==> config.mk <==
export PLATFORM = sky130hd
export DESIGN_NAME = dram_stream_port_flat
export DESIGN_NICKNAME = d
export VERILOG_FILES = /design/src/rtl/dram_stream_port_pkg.sv /design/src/rtl/dram_stream_port_if.sv /design/src/rtl/dram_stream_port_stream_fifo.sv /design/src/rtl/dram_stream_port.sv /design/src/flat_wrapper.sv
export SDC_FILE = /design/constraint.sdc
export NUM_CORES = 1
export LEC_CHECK = 0
export BUFFER_PORTS_ARGS = -buffer_cell sky130_fd_sc_hd__buf_2
export CAP_MARGIN = 20
export CELL_PAD_IN_SITES_DETAIL_PLACEMENT = 0
export CELL_PAD_IN_SITES_GLOBAL_PLACEMENT = 1
export CORE_MARGIN = 1.5
export CORE_UTILIZATION = 51
export DETAILED_ROUTE_END_ITERATION = 8
export PLACE_DENSITY_LB_ADDON = 0.1
export REMOVE_ABC_BUFFERS = 1
export SYNTH_ARGS = -nofsm -noshare
export SYNTH_HDL_FRONTEND = slang
export SYNTH_SLANG_ARGS = --single-unit
==> constraint.sdc <==
create_clock -name clk -period 11.9 [get_ports clk]
set_input_delay 1.785 -clock clk [delete_from_list [all_inputs] [get_ports clk]]
set_output_delay 1.785 -clock clk [all_outputs]
set_load 0.005 [all_outputs]
==> src/rtl/dram_stream_port_pkg.sv <==
// dram_stream_port_pkg: shared widths and state encodings for the DMA streaming slice
package dram_stream_port_pkg;
   localparam int ADDR_WIDTH = 16;
   localparam int DATA_WIDTH = 16;
   typedef enum logic [2:0] {UB_IDLE, UB_RD_REQ, UB_RD_DATA, UB_WR_REQ, UB_WR_DATA, UB_DONE} ub_dma_state_e;
   typedef enum logic [1:0] {DP_IDLE, DP_READ, DP_WRITE, DP_DONE} dram_port_state_e;
endpackage

==> src/rtl/dram_stream_port_if.sv <==
// dram_stream_port_if: control, stream and memory request/grant bundle of the DRAM stream port
interface dram_stream_port_if
   import dram_stream_port_pkg::*;
#(
   parameter int ADDR_W = ADDR_WIDTH,
   parameter int DATA_W = DATA_WIDTH
);
   logic              start;
   logic              dir;
   logic [ADDR_W-1:0] dram_base_addr;
   logic [15:0]       length;
   logic              busy;
   logic              done;
   logic              s_out_valid;
   logic              s_out_ready;
   logic [DATA_W-1:0] s_out_data;
   logic              s_in_valid;
   logic              s_in_ready;
   logic [DATA_W-1:0] s_in_data;
   logic              mem_req;
   logic              mem_we;
   logic [ADDR_W-1:0] mem_addr;
   logic [DATA_W-1:0] mem_wdata;
   logic              mem_gnt;
   logic              mem_rvalid;
   logic [DATA_W-1:0] mem_rdata;
   modport slave (
      input  start, dir, dram_base_addr, length, s_out_ready, s_in_valid, s_in_data,
             mem_gnt, mem_rvalid, mem_rdata,
      output busy, done, s_out_valid, s_out_data, s_in_ready, mem_req, mem_we, mem_addr, mem_wdata
   );
   modport master (
      output start, dir, dram_base_addr, length, s_out_ready, s_in_valid, s_in_data,
             mem_gnt, mem_rvalid, mem_rdata,
      input  busy, done, s_out_valid, s_out_data, s_in_ready, mem_req, mem_we, mem_addr, mem_wdata
   );
endinterface

==> src/rtl/dram_stream_port_stream_fifo.sv <==
// stream_fifo: first-word-fall-through synchronous FIFO; a push while full is accepted only alongside a pop
module stream_fifo #(
   parameter int DEPTH = 4,
   parameter int WIDTH = 16
) (
   input  logic                     clk,
   input  logic                     reset,
   input  logic                     push,
   input  logic                     pop,
   input  logic [WIDTH-1:0]         din,
   output logic [WIDTH-1:0]         head,
   output logic [$clog2(DEPTH):0]   count,
   output logic                     full,
   output logic                     empty
);
   localparam int AW = $clog2(DEPTH);
   logic [WIDTH-1:0] mem [DEPTH];
   logic [AW-1:0]    wr_ptr, rd_ptr;
   logic             do_push, do_pop;
   assign do_pop  = pop && !empty;
   assign do_push = push && (!full || do_pop);
   assign head    = mem[rd_ptr];
   assign full    = count == (AW+1)'(DEPTH);
   assign empty   = count == '0;
   // storage and pointers; power-of-two depth lets the pointers wrap on their own
   always_ff @(posedge clk or posedge reset)
      if (reset) begin
         for (int i = 0; i < DEPTH; i++) mem[i] <= '0;
         wr_ptr <= '0;
         rd_ptr <= '0;
         count  <= '0;
      end else begin
         if (do_push) mem[wr_ptr] <= din;
         wr_ptr <= wr_ptr + AW'(do_push);
         rd_ptr <= rd_ptr + AW'(do_pop);
         count  <= count + (AW+1)'(do_push) - (AW+1)'(do_pop);
      end
endmodule

==> src/rtl/dram_stream_port.sv <==
// dram_stream_port: DRAM-side responder that sources read streams and sinks write streams for the UB DMA engine
module dram_stream_port
   import dram_stream_port_pkg::*;
#(
   parameter int ADDR_W     = ADDR_WIDTH,
   parameter int DATA_W     = DATA_WIDTH,
   parameter int FIFO_DEPTH = 4
) (
   input logic         clk,
   input logic         reset,
   dram_stream_port_if.slave bus
);
   localparam int CW = $clog2(FIFO_DEPTH) + 1;
   dram_port_state_e  state;
   logic [ADDR_W-1:0] base, mem_addr;
   logic [15:0]       len, issued, outstanding, delivered, issued_n, outst_n, deliv_n;
   logic [DATA_W-1:0] mem_wdata, head;
   logic [CW-1:0]     fifo_count;
   logic              busy, done, mem_req, mem_we, s_in_ready, full, empty;
   logic              gnt, rv, pop, acc, credit;

   stream_fifo #(.DEPTH(FIFO_DEPTH), .WIDTH(DATA_W)) u_fifo (
      .clk(clk), .reset(reset), .push(rv), .pop(pop), .din(bus.mem_rdata),
      .head(head), .count(fifo_count), .full(full), .empty(empty)
   );

   assign bus.busy        = busy;
   assign bus.done        = done;
   assign bus.s_out_valid = !empty;
   assign bus.s_out_data  = head;
   assign bus.s_in_ready  = s_in_ready;
   assign bus.mem_req     = mem_req;
   assign bus.mem_we      = mem_we;
   assign bus.mem_addr    = mem_addr;
   assign bus.mem_wdata   = mem_wdata;

   // handshakes of this cycle and the counter values they produce; credit looks at next-cycle occupancy
   always_comb begin
      gnt      = mem_req && bus.mem_gnt;
      rv       = state == DP_READ && bus.mem_rvalid;
      pop      = state == DP_READ && !empty && bus.s_out_ready;
      acc      = state == DP_WRITE && s_in_ready && bus.s_in_valid;
      issued_n = issued + 16'(gnt);
      outst_n  = outstanding + 16'(gnt) - 16'(rv);
      deliv_n  = delivered + 16'(pop || acc);
      credit   = outst_n + 16'(fifo_count) + 16'(rv) - 16'(pop) < 16'(FIFO_DEPTH);
   end

   // transfer FSM with registered outputs; in WRITE, mem_req doubles as the holding-full flag and mem_wdata as the holding register
   always_ff @(posedge clk or posedge reset)
      if (reset) begin
         state       <= DP_IDLE;
         base        <= '0;
         len         <= '0;
         issued      <= '0;
         outstanding <= '0;
         delivered   <= '0;
         busy        <= 1'b0;
         done        <= 1'b0;
         mem_req     <= 1'b0;
         mem_we      <= 1'b0;
         mem_addr    <= '0;
         mem_wdata   <= '0;
         s_in_ready  <= 1'b0;
      end else begin
         assert (!(rv && full && !pop));
         case (state)
            DP_IDLE:
               if (bus.start) begin
                  base        <= bus.dram_base_addr;
                  len         <= bus.length;
                  issued      <= '0;
                  outstanding <= '0;
                  delivered   <= '0;
                  busy        <= 1'b1;
                  done        <= bus.length == '0;
                  state       <= bus.length == '0 ? DP_DONE : bus.dir ? DP_READ : DP_WRITE;
                  mem_req     <= bus.dir && bus.length != '0;
                  mem_we      <= 1'b0;
                  mem_addr    <= bus.dram_base_addr;
                  s_in_ready  <= !bus.dir && bus.length != '0;
               end
            DP_READ: begin
               issued      <= issued_n;
               outstanding <= outst_n;
               delivered   <= deliv_n;
               mem_req     <= issued_n < len && credit;
               mem_addr    <= base + ADDR_W'(issued_n);
               if (delivered == len) begin
                  state <= DP_DONE;
                  done  <= 1'b1;
               end
            end
            DP_WRITE: begin
               issued     <= issued_n;
               delivered  <= deliv_n;
               mem_addr   <= base + ADDR_W'(issued_n);
               s_in_ready <= !(acc || (mem_req && !gnt)) && deliv_n < len;
               if (acc) begin
                  mem_req   <= 1'b1;
                  mem_we    <= 1'b1;
                  mem_wdata <= bus.s_in_data;
               end else if (gnt) begin
                  mem_req <= 1'b0;
                  mem_we  <= 1'b0;
               end
               if (issued == len && !mem_req) begin
                  state <= DP_DONE;
                  done  <= 1'b1;
               end
            end
            DP_DONE: begin
               state <= DP_IDLE;
               done  <= 1'b0;
               busy  <= 1'b0;
            end
         endcase
      end
endmodule
==> src/flat_wrapper.sv <==
// flat-port wrapper written by rule: the top's interface ports become plain ports
module dram_stream_port_flat import dram_stream_port_pkg::*;
#(
   parameter int ADDR_W     = ADDR_WIDTH,
   parameter int DATA_W     = DATA_WIDTH,
   parameter int FIFO_DEPTH = 4
)
  (clk, reset, bus_start, bus_dir, bus_dram_base_addr, bus_length, bus_s_out_ready, bus_s_in_valid, bus_s_in_data, bus_mem_gnt, bus_mem_rvalid, bus_mem_rdata, bus_busy, bus_done, bus_s_out_valid, bus_s_out_data, bus_s_in_ready, bus_mem_req, bus_mem_we, bus_mem_addr, bus_mem_wdata);
  dram_stream_port_if #(.ADDR_W(ADDR_W), .DATA_W(DATA_W)) bus_i ();
  input logic clk;
  input logic reset;
  input wire logic [$bits(bus_i.start)-1:0] bus_start;
  input wire logic [$bits(bus_i.dir)-1:0] bus_dir;
  input wire logic [$bits(bus_i.dram_base_addr)-1:0] bus_dram_base_addr;
  input wire logic [$bits(bus_i.length)-1:0] bus_length;
  input wire logic [$bits(bus_i.s_out_ready)-1:0] bus_s_out_ready;
  input wire logic [$bits(bus_i.s_in_valid)-1:0] bus_s_in_valid;
  input wire logic [$bits(bus_i.s_in_data)-1:0] bus_s_in_data;
  input wire logic [$bits(bus_i.mem_gnt)-1:0] bus_mem_gnt;
  input wire logic [$bits(bus_i.mem_rvalid)-1:0] bus_mem_rvalid;
  input wire logic [$bits(bus_i.mem_rdata)-1:0] bus_mem_rdata;
  output wire logic [$bits(bus_i.busy)-1:0] bus_busy;
  output wire logic [$bits(bus_i.done)-1:0] bus_done;
  output wire logic [$bits(bus_i.s_out_valid)-1:0] bus_s_out_valid;
  output wire logic [$bits(bus_i.s_out_data)-1:0] bus_s_out_data;
  output wire logic [$bits(bus_i.s_in_ready)-1:0] bus_s_in_ready;
  output wire logic [$bits(bus_i.mem_req)-1:0] bus_mem_req;
  output wire logic [$bits(bus_i.mem_we)-1:0] bus_mem_we;
  output wire logic [$bits(bus_i.mem_addr)-1:0] bus_mem_addr;
  output wire logic [$bits(bus_i.mem_wdata)-1:0] bus_mem_wdata;
  assign bus_i.start = bus_start;
  assign bus_i.dir = bus_dir;
  assign bus_i.dram_base_addr = bus_dram_base_addr;
  assign bus_i.length = bus_length;
  assign bus_i.s_out_ready = bus_s_out_ready;
  assign bus_i.s_in_valid = bus_s_in_valid;
  assign bus_i.s_in_data = bus_s_in_data;
  assign bus_i.mem_gnt = bus_mem_gnt;
  assign bus_i.mem_rvalid = bus_mem_rvalid;
  assign bus_i.mem_rdata = bus_mem_rdata;
  assign bus_busy = bus_i.busy;
  assign bus_done = bus_i.done;
  assign bus_s_out_valid = bus_i.s_out_valid;
  assign bus_s_out_data = bus_i.s_out_data;
  assign bus_s_in_ready = bus_i.s_in_ready;
  assign bus_mem_req = bus_i.mem_req;
  assign bus_mem_we = bus_i.mem_we;
  assign bus_mem_addr = bus_i.mem_addr;
  assign bus_mem_wdata = bus_i.mem_wdata;
  dram_stream_port #(.ADDR_W(ADDR_W), .DATA_W(DATA_W), .FIFO_DEPTH(FIFO_DEPTH)) u_core (.clk(clk), .reset(reset), .bus(bus_i));
endmodule
-- Yosys cells after proc, flatten, opt, wreduce, memory -nomap -nowiden
Index checks and enable logic that the tools add are counted.
- bits in registers: 190
- bits in latches: 0
- bits in writable memories: 0
- bits in read-only memories: 0
- input port bits: 72
- output and inout port bits: 54
- logic and storage cells: 125
- memories kept: 0
- $add $sub $neg: 12
- multipliers: 0
- div/mod/pow operators: 0
- magnitude comparators: 6
- equality and inequality tests: 10
- shift-type cells: 0
- multiplexer cells: 32
- bitwise gates (word level): 2
- reduce and logical (&&, ||, !) cells: 43
- operator list (kind ; number):
    case mux 16 bit (2 select lines) ; 4
    two-way mux 16 bit ; 5
    adder 16 x 1 -> 16 bit ; 4
    bitwise mux 64 bit ; 1
    binary-select mux 16 bit (select 2 bit) ; 1
    demux 16 bit (select 2 bit) ; 1
    equality test 16 bit ; 2
    less-than comparator 16 bit ; 2
    subtractor 16 x 1 -> 16 bit ; 2
    adder 16 bit ; 1
    adder 16 x 3 -> 16 bit ; 1
    logical NOT 16 bit ; 1
    less-than comparator 16 x 3 -> 1 bit (second input constant) ; 1
    nonzero test 16 bit ; 1
    logical AND 1 bit ; 15
    AND reduction 2 bit ; 6
    two-way mux 2 bit ; 5
    two-way mux 1 bit ; 9
    AND reduction 3 bit ; 3
    case mux 2 bit (4 select lines) ; 1
    nonzero test 2 bit ; 4
    >= comparator 3 bit (second input constant) ; 2
    logical NOT 1 bit ; 6
    inequality test 2 bit (second input constant) ; 3
    other kinds (17) ; 24

-- Depth between registers and ports, before layout
Gate-level depths: netlist of the first run.
- depth after elaboration: 9
- mapped depth: 24
- mapped depth without buffers: 24

-- Cells and area by module
A second synthesis of the first run with hierarchy kept.
- cells, all modules: 1129
- area, all modules: 11847.6 um^2
- by module, submodules not included (module ; instances ; cells each ; area an instance (um^2) ; seq. area each (um^2)):
    dram_stream_port ; 1 ; 943 ; 8628.3 ; 2977.9
    stream_fifo ; 1 ; 186 ; 3219.3 ; 1776.7

-- Worst setup path after synthesis of the first run
OpenSTA, ideal clock, no wires.
- kind: input to register
- start point: input bus_mem_rvalid
- end point: register u_core.mem_req, in the netlist u_core.bus.mem_req
- library setup time: 0.076 ns
- arrival: 5.847 ns
- required time: 11.824 ns
- path slack: 5.977 ns
- cell stages on the path: 21
- buffers on the path: 0
- cell sequence: nand2_1 > inv_1 > ha_1 > inv_1 > ha_1 > fa_1 > and3_4 > or3_4 > and2_2 > inv_1 > ha_1 > or2_2 > o31ai_1 > or4bb_1 > mux2_4 > a21oi_4 > a31oi_2 > o211a_1 > a2111oi_2 > nand4_1 > o21ai_1
- word-level cells in the longest chain between the ends: 8
- RTL lines (element ; line ; text):
    from (decl) ; flat_wrapper.sv:20 ; input wire logic [$bits(bus_i.mem_rvalid)-1:0] bus_mem_rvalid;
    logical AND 1 bit (*) ; dram_stream_port.sv:40 ; rv = state == DP_READ && bus.mem_rvalid;
    subtractor 16 x 1 -> 16 bit ; dram_stream_port.sv:44 ; outst_n = outstanding + 16'(gnt) - 16'(rv);
    adder 16 x 3 -> 16 bit ; dram_stream_port.sv:46 ; credit = outst_n + 16'(fifo_count) + 16'(rv) - 16'(pop) < 16'(FIFO_DEPTH);
    adder 16 x 1 -> 16 bit (*) ; dram_stream_port.sv:46 ;
    subtractor 16 x 1 -> 16 bit (*) ; dram_stream_port.sv:46 ;
    less-than comparator 16 x 3 -> 1 bit (*) ; dram_stream_port.sv:46 ;
    logical AND 1 bit (*) ; dram_stream_port.sv:87 ; mem_req <= issued_n < len && credit;
    case mux 1 bit (3 select lines) (*) ; dram_stream_port.sv:67 ; case (state)
    to (signal assigned) ; dram_stream_port.sv:87 ;
    to (decl) ; dram_stream_port.sv:19 ; logic busy, done, mem_req, mem_we, s_in_ready, full, empty;
Every way passes the cells marked *; elsewhere a longest branch is shown, timed or not.
A chain may end at the register's enable or synchronous reset.

-- Worst setup path after layout of the first run
Ends and elaborated chain as after synthesis.

==> impl_metrics.csv, run 1 <==
group,metric,value,unit
global_routing,overflow,0,
clock_network,cts_setup_buffers,0,
yosys,ys.flop_type,"dfrtp_1",
hold_path,hp-start,"u_core.bus.mem_addr[4]",
outcome,status,"finished, final reports clean",
place,dp_hpwl,19600,um
global_routing,grt.total_usage,22.8,%
sta,hold_violations,0,
yosys,synthArstFlopShare,100,%
floorplanning,dieArea,24400,um^2
yosys,avgSynthCellArea,10.6,um^2
setup_path,ff2ff_path_depth,23,
floorplanning,start_util,52.4,%
clock_network,cts-htree-levels,4,
cells_and_area,diodes,0,
setup_path,cp_top_family,"simple AND/OR/NAND/NOR gates",
sta,finalCritPeriodShare,49.7,%
clock_network,cts.path.max_buffers,2,
cells_and_area,nets,1403,
setup_path,crit_type,"in -> reg",
floorplanning,fp.dieW,156,um
setup_path,end_kind,"flip-flop",
global_routing,grt_pass1_vias,8601,
routing,dr.pass1.iters,4,
global_routing,antenna_found_initial,0,
setup_path,reg2reg_slack,6.58,ns
setup_path,r2r_end,"u_core.bus.mem_req",
place,io_buffers,125,
routing,via_count,8620,
routing,detail_route.iter0.violations,405,
global_routing,grt_max_degree,121,
floorplanning,ioPinCount,126,
floorplanning,die_h,156,um
setup_path,worst_ep_required_time,12.27,ns
hold_path,min_to,"u_core.bus.mem_addr[4]",
sta,period_needed,5.91,ns
place,finalWeightedCongestion,0.827,
sta,slew_headroom,33.5,%
clock_network,cts_resized,0,
setup_path,crit_arrival,6.28,ns
yosys,yosysUniqueCellTypes,80,
floorplanning,coreArea,22800,um^2
yosys,synth_edf_count,0,
clock_network,numCtsBuffers,17,
sta,report.final.slew_viol_count,0,
setup_path,crit_buf_inv,4,
yosys,synth.ff_latch_count,190,
sta,fin_skew,0.0144,ns
clock_network,clkLatencyLatePin,0.44,ns
clock_network,cts_hold_buf,0,
setup_path,crit_fanout,5,
sta,clock.fmax,169,MHz
yosys,yosysWarnings,0,
clock_network,clkSinkCount,190,
routing,drtAntennaViolNets,0,
yosys,syn_area,12000,um^2
global_routing,grt_pass1_wl,43600,um
routing,drc_errors,0,
cells_and_area,area_growth,12.6,%
job,cap_violations,0,
setup_path,reg2reg_from,"u_core.state[1]",
clock_network,clk_pin_slew_worst_paths,0.08,ns
routing,wl_per_cell,17.2,um
sta,tightestPinTransition,0.997,ns
setup_path,crit_path_start_kind,"primary input",
routing,vias_per_cell,5.52,
hold_path,hold_path.class,"reg -> reg",
clock_network,cts_root_buf,"clkbuf_16",
setup_path,worst_path_max_delay_cell,"or4bb_1",
sta,grt_setup_unrepaired,"false",
sta,finalSetupViolations,0,
yosys,netlist_instances,1125,
setup_path,cpPeakStageDelay,0.50,ns
floorplanning,num_rows,55,
sta,final.setup.tns,0,ns
setup_path,worstPathCellList,"buf_2, nand2_1, inv_1, ha_1, inv_1, ha_1, fa_1, and3_4, or3_4, and2_2, inv_1, ha_1, or2_2, o31ai_1, or4bb_1, mux2_4, a21oi_4, a31oi_2, o211a_1, a2111oi_2, nand4_1, o21ai_1",
cells_and_area,layout-drive-gt1-share,26.3,%
hold_path,whs_path_depth,2,
routing,drt_wl_total,26900,um
clock_network,cts_tree,"built",
yosys,synth_seq_area_share,39.7,%
==> through the flow <==
stage	hold slack (ns)	util, %	instance area [um^2]	std cells	setup WS (ns)
global route	0.511	59.0	13500	1561	5.66
CTS	0.484	58.9	13500	1560	6.01
floorplan	0.466	-	11800	1084	4.94
global placement	0.460	56.4	12900	1527	5.64
detailed placement	0.467	56.5	12900	1529	5.56
finish	0.474	59.0	13500	1561	5.99
==> metal layers <==
| layer | global-route usage, % | vias up | part of all wire [%] |
|---|---|---|---|
| li1 | - | 4268 | - |
| met1 | 31.6 | 4178 | 47 |
| met2 | 37.8 | 154 | 49 |
| met3 | 3.43 | 20 | 3.1 |
| met4 | 4.81 | 0 | 0.98 |
| met5 | 0 | - | 0 |
==> cell usage in the layout, fill, tap and decap left out, types with 14 or more instances in the layout <==
| cell | instances |
|---|---|
| nor3_1 | 14 |
| nand3_1 | 24 |
| a21oi_1 | 37 |
| buf_2 | 125 |
| o21ai_0 | 80 |
| nor2_1 | 40 |
| a22o_1 | 19 |
| xnor2_1 | 40 |
| a21o_1 | 25 |
| mux2_2 | 114 |
| ha_1 | 92 |
| dfrtp_1 | 190 |
| inv_1 | 73 |
| and3_1 | 20 |
| mux2i_1 | 16 |
| nand2_1 | 70 |
| xor2_1 | 56 |
| clkbuf_16 | 17 |
| mux4_2 | 16 |
==> worst max-delay path by stage <==
stage,cells after the start,startpoint,to
5_1_grt,21,bus_mem_rvalid,u_core.bus.mem_req
2_1_floorplan,1,reset,u_core.base[0]
6_report,22,bus_mem_rvalid,u_core.bus.mem_req
3_3_place_gp,22,bus_mem_rvalid,u_core.bus.mem_req
3_5_place_dp,22,bus_mem_rvalid,u_core.bus.mem_req
4_1_cts,22,bus_mem_rvalid,u_core.bus.mem_req
==> state kept, by name, summed over array words and instances (netlist names) <==
signal,cells
u_core.u_fifo.mem,64
u_core.bus.done,1
u_core.state,2
u_core.u_fifo.rd_ptr,2
u_core.u_fifo.count,3
u_core.bus.mem_we,1
u_core.bus.mem_wdata,16
u_core.issued,16
u_core.base,16
u_core.u_fifo.wr_ptr,2
u_core.bus.s_in_ready,1
u_core.outstanding,16
u_core.delivered,16
u_core.bus.mem_req,1
u_core.len,16
u_core.bus.mem_addr,16
u_core.bus.busy,1
==> area by class of cell <==
class	instances	area [um^2]
clock buffer	18	429
clock inverter	13	124
fill	1992	9370
inverter	76	300
multi-input combinational	818	6770
sequential	190	4750
tap	313	392
timing repair buffer	133	713
==> synth_stat cells (all sizes together), types with 4 or more instances <==
cell type / n / area (um^2)
nor2b: 8 / 50.1
nand3: 24 / 120
nand2: 70 / 263
nor3: 17 / 108
a211o: 5 / 45.0
nor2: 42 / 160
a211oi: 5 / 55.1
nand2b: 11 / 68.8
o21ai: 84 / 424
clkbuf: 38 / 144
and2: 7 / 45.1
nor4: 11 / 68.8
a21oi: 39 / 210
xor2: 56 / 490
o31ai: 8 / 60.1
inv: 75 / 284
xnor2: 42 / 383
a2111oi: 4 / 47.6
a22o: 19 / 166
a31oi: 7 / 50.1
dfrtp: 190 / 4750
mux2i: 16 / 160
or2: 5 / 31.3
mux2: 115 / 1300
o2111ai: 4 / 35.0
and3: 21 / 136
o21a: 8 / 60.1
mux4: 16 / 360
ha: 92 / 1150
nand4: 11 / 68.8
a21o: 25 / 188
==> logic make-up after synthesis <==
family	count (synthesis)	share of synthesized area (%)
AND/OR/NAND/NOR	245	10.6
AO/OA/AOI/OAI	233	13.1
flip-flops	190	39.7
multiplexers	147	15.2
buffers and inverters	117	3.98
XOR/XNOR	98	7.30
adder cells (fa/ha/maj)	95	10.1
==> worst reg2reg max path: cells and delay by family, from the launching register on <==
kind            cells  cell delay [ns]
flops               1             0.42
buf+inv             4             0.25
simple gates        7             1.70
compound gates      6             1.11
fa+ha+maj           5             1.46
mux                 1             0.31
Power of run 1 is left out: the tool's default activity adds up to more than one toggle a clock period on the data nets, which glitch-free logic cannot reach.
==> inputs of run 2 (changes only) <==
- CORE_UTILIZATION: 51 -> 48
- clock period: 11.9 -> 6 ns (I/O delays scaled with it)
==> impl_metrics.csv, run 2 (synthesis results as in run 1) <==
group,metric,value,unit
sta,grt_setup_unrepaired,"false",
sta,fin_skew,0.0125,ns
floorplanning,num_rows,57,
routing,wl_per_cell,17.2,um
sta,tightestPinTransition,0.999,ns
hold_path,hold_path.class,"in -> async",
place,finalWeightedCongestion,0.864,
setup_path,worst_ep_required_time,6.36,ns
setup_path,crit_type,"reg -> reg",
place,pre_cts_slack,0.560,ns
floorplanning,coreArea,24400,um^2
setup_path,reg2reg_from,"u_core.state[1]",
cells_and_area,final_common_cell,"dfrtp_1",
global_routing,overflow,0,
cells_and_area,area_growth,13.1,%
cells_and_area,final_area,13500,um^2
setup_path,crit_path_start_kind,"flip-flop",
routing,detail_route.iter0.violations,458,
clock_network,clkSinkCount,190,
cells_and_area,nets,1404,
place,post_dp_cell_area,12900,um^2
clock_network,cts-htree-levels,4,
place,io_buffers,125,
setup_path,end_kind,"flip-flop",
setup_path,crit_arrival,5.64,ns
floorplanning,start_util,49.1,%
routing,drtAntennaViolNets,0,
floorplanning,die_h,161,um
outcome,status,"finished, final reports clean",
clock_network,cts.path.max_buffers,2,
floorplanning,dieArea,25900,um^2
clock_network,cts_tree,"built",
cells_and_area,layout_common_cells,"190 x dfrtp_1, 125 x buf_2, 114 x mux2_2",
global_routing,grt.total_usage,21.6,%
clock_network,cts_hold_buf,0,
cells_and_area,diodes,0,
job,cap_violations,0,
floorplanning,ioPinCount,126,
clock_network,clk_pin_slew_worst_paths,0.08,ns
clock_network,cts_resized,0,
routing,drc_errors,0,
setup_path,worstPathCellList,"inv_1, ha_1, nand2_1, inv_1, ha_1, inv_1, ha_1, fa_1, and3_4, or3_4, and2_2, inv_1, ha_1, or2_2, o31ai_1, or4bb_1, mux2_4, a21oi_4, a31oi_2, o211a_1, a2111oi_2, nand4_1, o21ai_1",
setup_path,worst_path_max_delay_cell,"or4bb_1",
global_routing,grt_pass1_vias,8638,
routing,vias_per_cell,5.48,
clock_network,cts_root_buf,"clkbuf_16",
global_routing,antenna_found_initial,0,
sta,hold_violations,0,
global_routing,grt_pass1_wl,44700,um
setup_path,crit_fanout,7,
cells_and_area,largest_register_ff_count,64,
sta,final.setup.tns,0,ns
routing,dr.pass1.iters,5,
floorplanning,fp.dieW,161,um
sta,finalCritPeriodShare,88.1,%
sta,report.final.slew_viol_count,0,
cells_and_area,layout-drive-gt1-share,26.4,%
sta,slew_headroom,33.3,%
routing,via_count,8621,
sta,period_needed,5.28,ns
clock_network,clkLatencyLatePin,0.43,ns
place,dp_hpwl,19800,um
setup_path,cpPeakStageDelay,0.51,ns
clock_network,cts_setup_buffers,0,
global_routing,grt_max_degree,145,
setup_path,crit_start,"u_core.state[1]",
sta,setup_slack,0.716,ns
routing,drt_wl_total,27100,um
clock_network,numCtsBuffers,17,
sta,clock.fmax,189,MHz
cells_and_area,regMostFlops,"u_core.u_fifo.mem",
sta,finalSetupViolations,0,
run 2: cell count changes in the layout (fill, tap and decap cells not counted), moves of 2 or more:
cell	previous run	this run
buf_16	0	2
inv_6	4	2
buf_8	2	0
inv_8	4	6
buf_4	5	7
run 2: worst max-delay path: cells and delay by family, from the launching register on:
kind                       cells  cell delay (ns)
and+or+nand+nor                7             1.69
adders and majority gates      5             1.45
AOI/OAI and AO/OA              6             1.08
DFF                            1             0.42
muxes                          1             0.31
buffers and inverters          4             0.26
run 2: final cells by class:
type | count | area (um^2)
Sequential cell | 190 | 4750
Fill cell | 2207 | 10900
Clock inverter | 14 | 145
Timing Repair Buffer | 134 | 733
Multi-Input combinational cell | 818 | 6770
Tap cell | 324 | 405
Clock buffer | 18 | 429
Inverter | 76 | 300
run 2: stage by stage:
step | hold slack (ns) | util [%] | cells
after floorplan | 0.466 | - | 1084
after global placement | 0.460 | 52.9 | 1540
after detailed placement | 0.465 | 52.9 | 1540
after CTS | 0.482 | 55.3 | 1572
after global routing | 0.373 | 55.5 | 1574
final | 0.388 | 55.5 | 1574
run 2: layer usage:
| metal | track usage, % | wire length (um) |
|---|---|---|
| met2 | 35.6 | 13000 |
| met4 | 4.12 | 193 |
| met3 | 3.46 | 927 |
| met1 | 30.4 | 12900 |
| met5 | 0 | 0 |
run 2: final timing paths:
path / to / slack [ns] / cells after the start
setup reg to reg: u_core.bus.mem_req / 0.72 / 23
hold reg to reg: u_core.bus.mem_addr[4] / 0.48 / 2
min in group clk: u_core.bus.mem_addr[4] / 0.48 / 2
max in group asynchronous: u_core.issued[0] / 4.74 / 3
hold / removal: u_core.bus.mem_wdata[0] / 0.39 / 2
setup / recovery: u_core.bus.mem_req / 0.72 / 23
Power of run 2 is left out for the same reason.
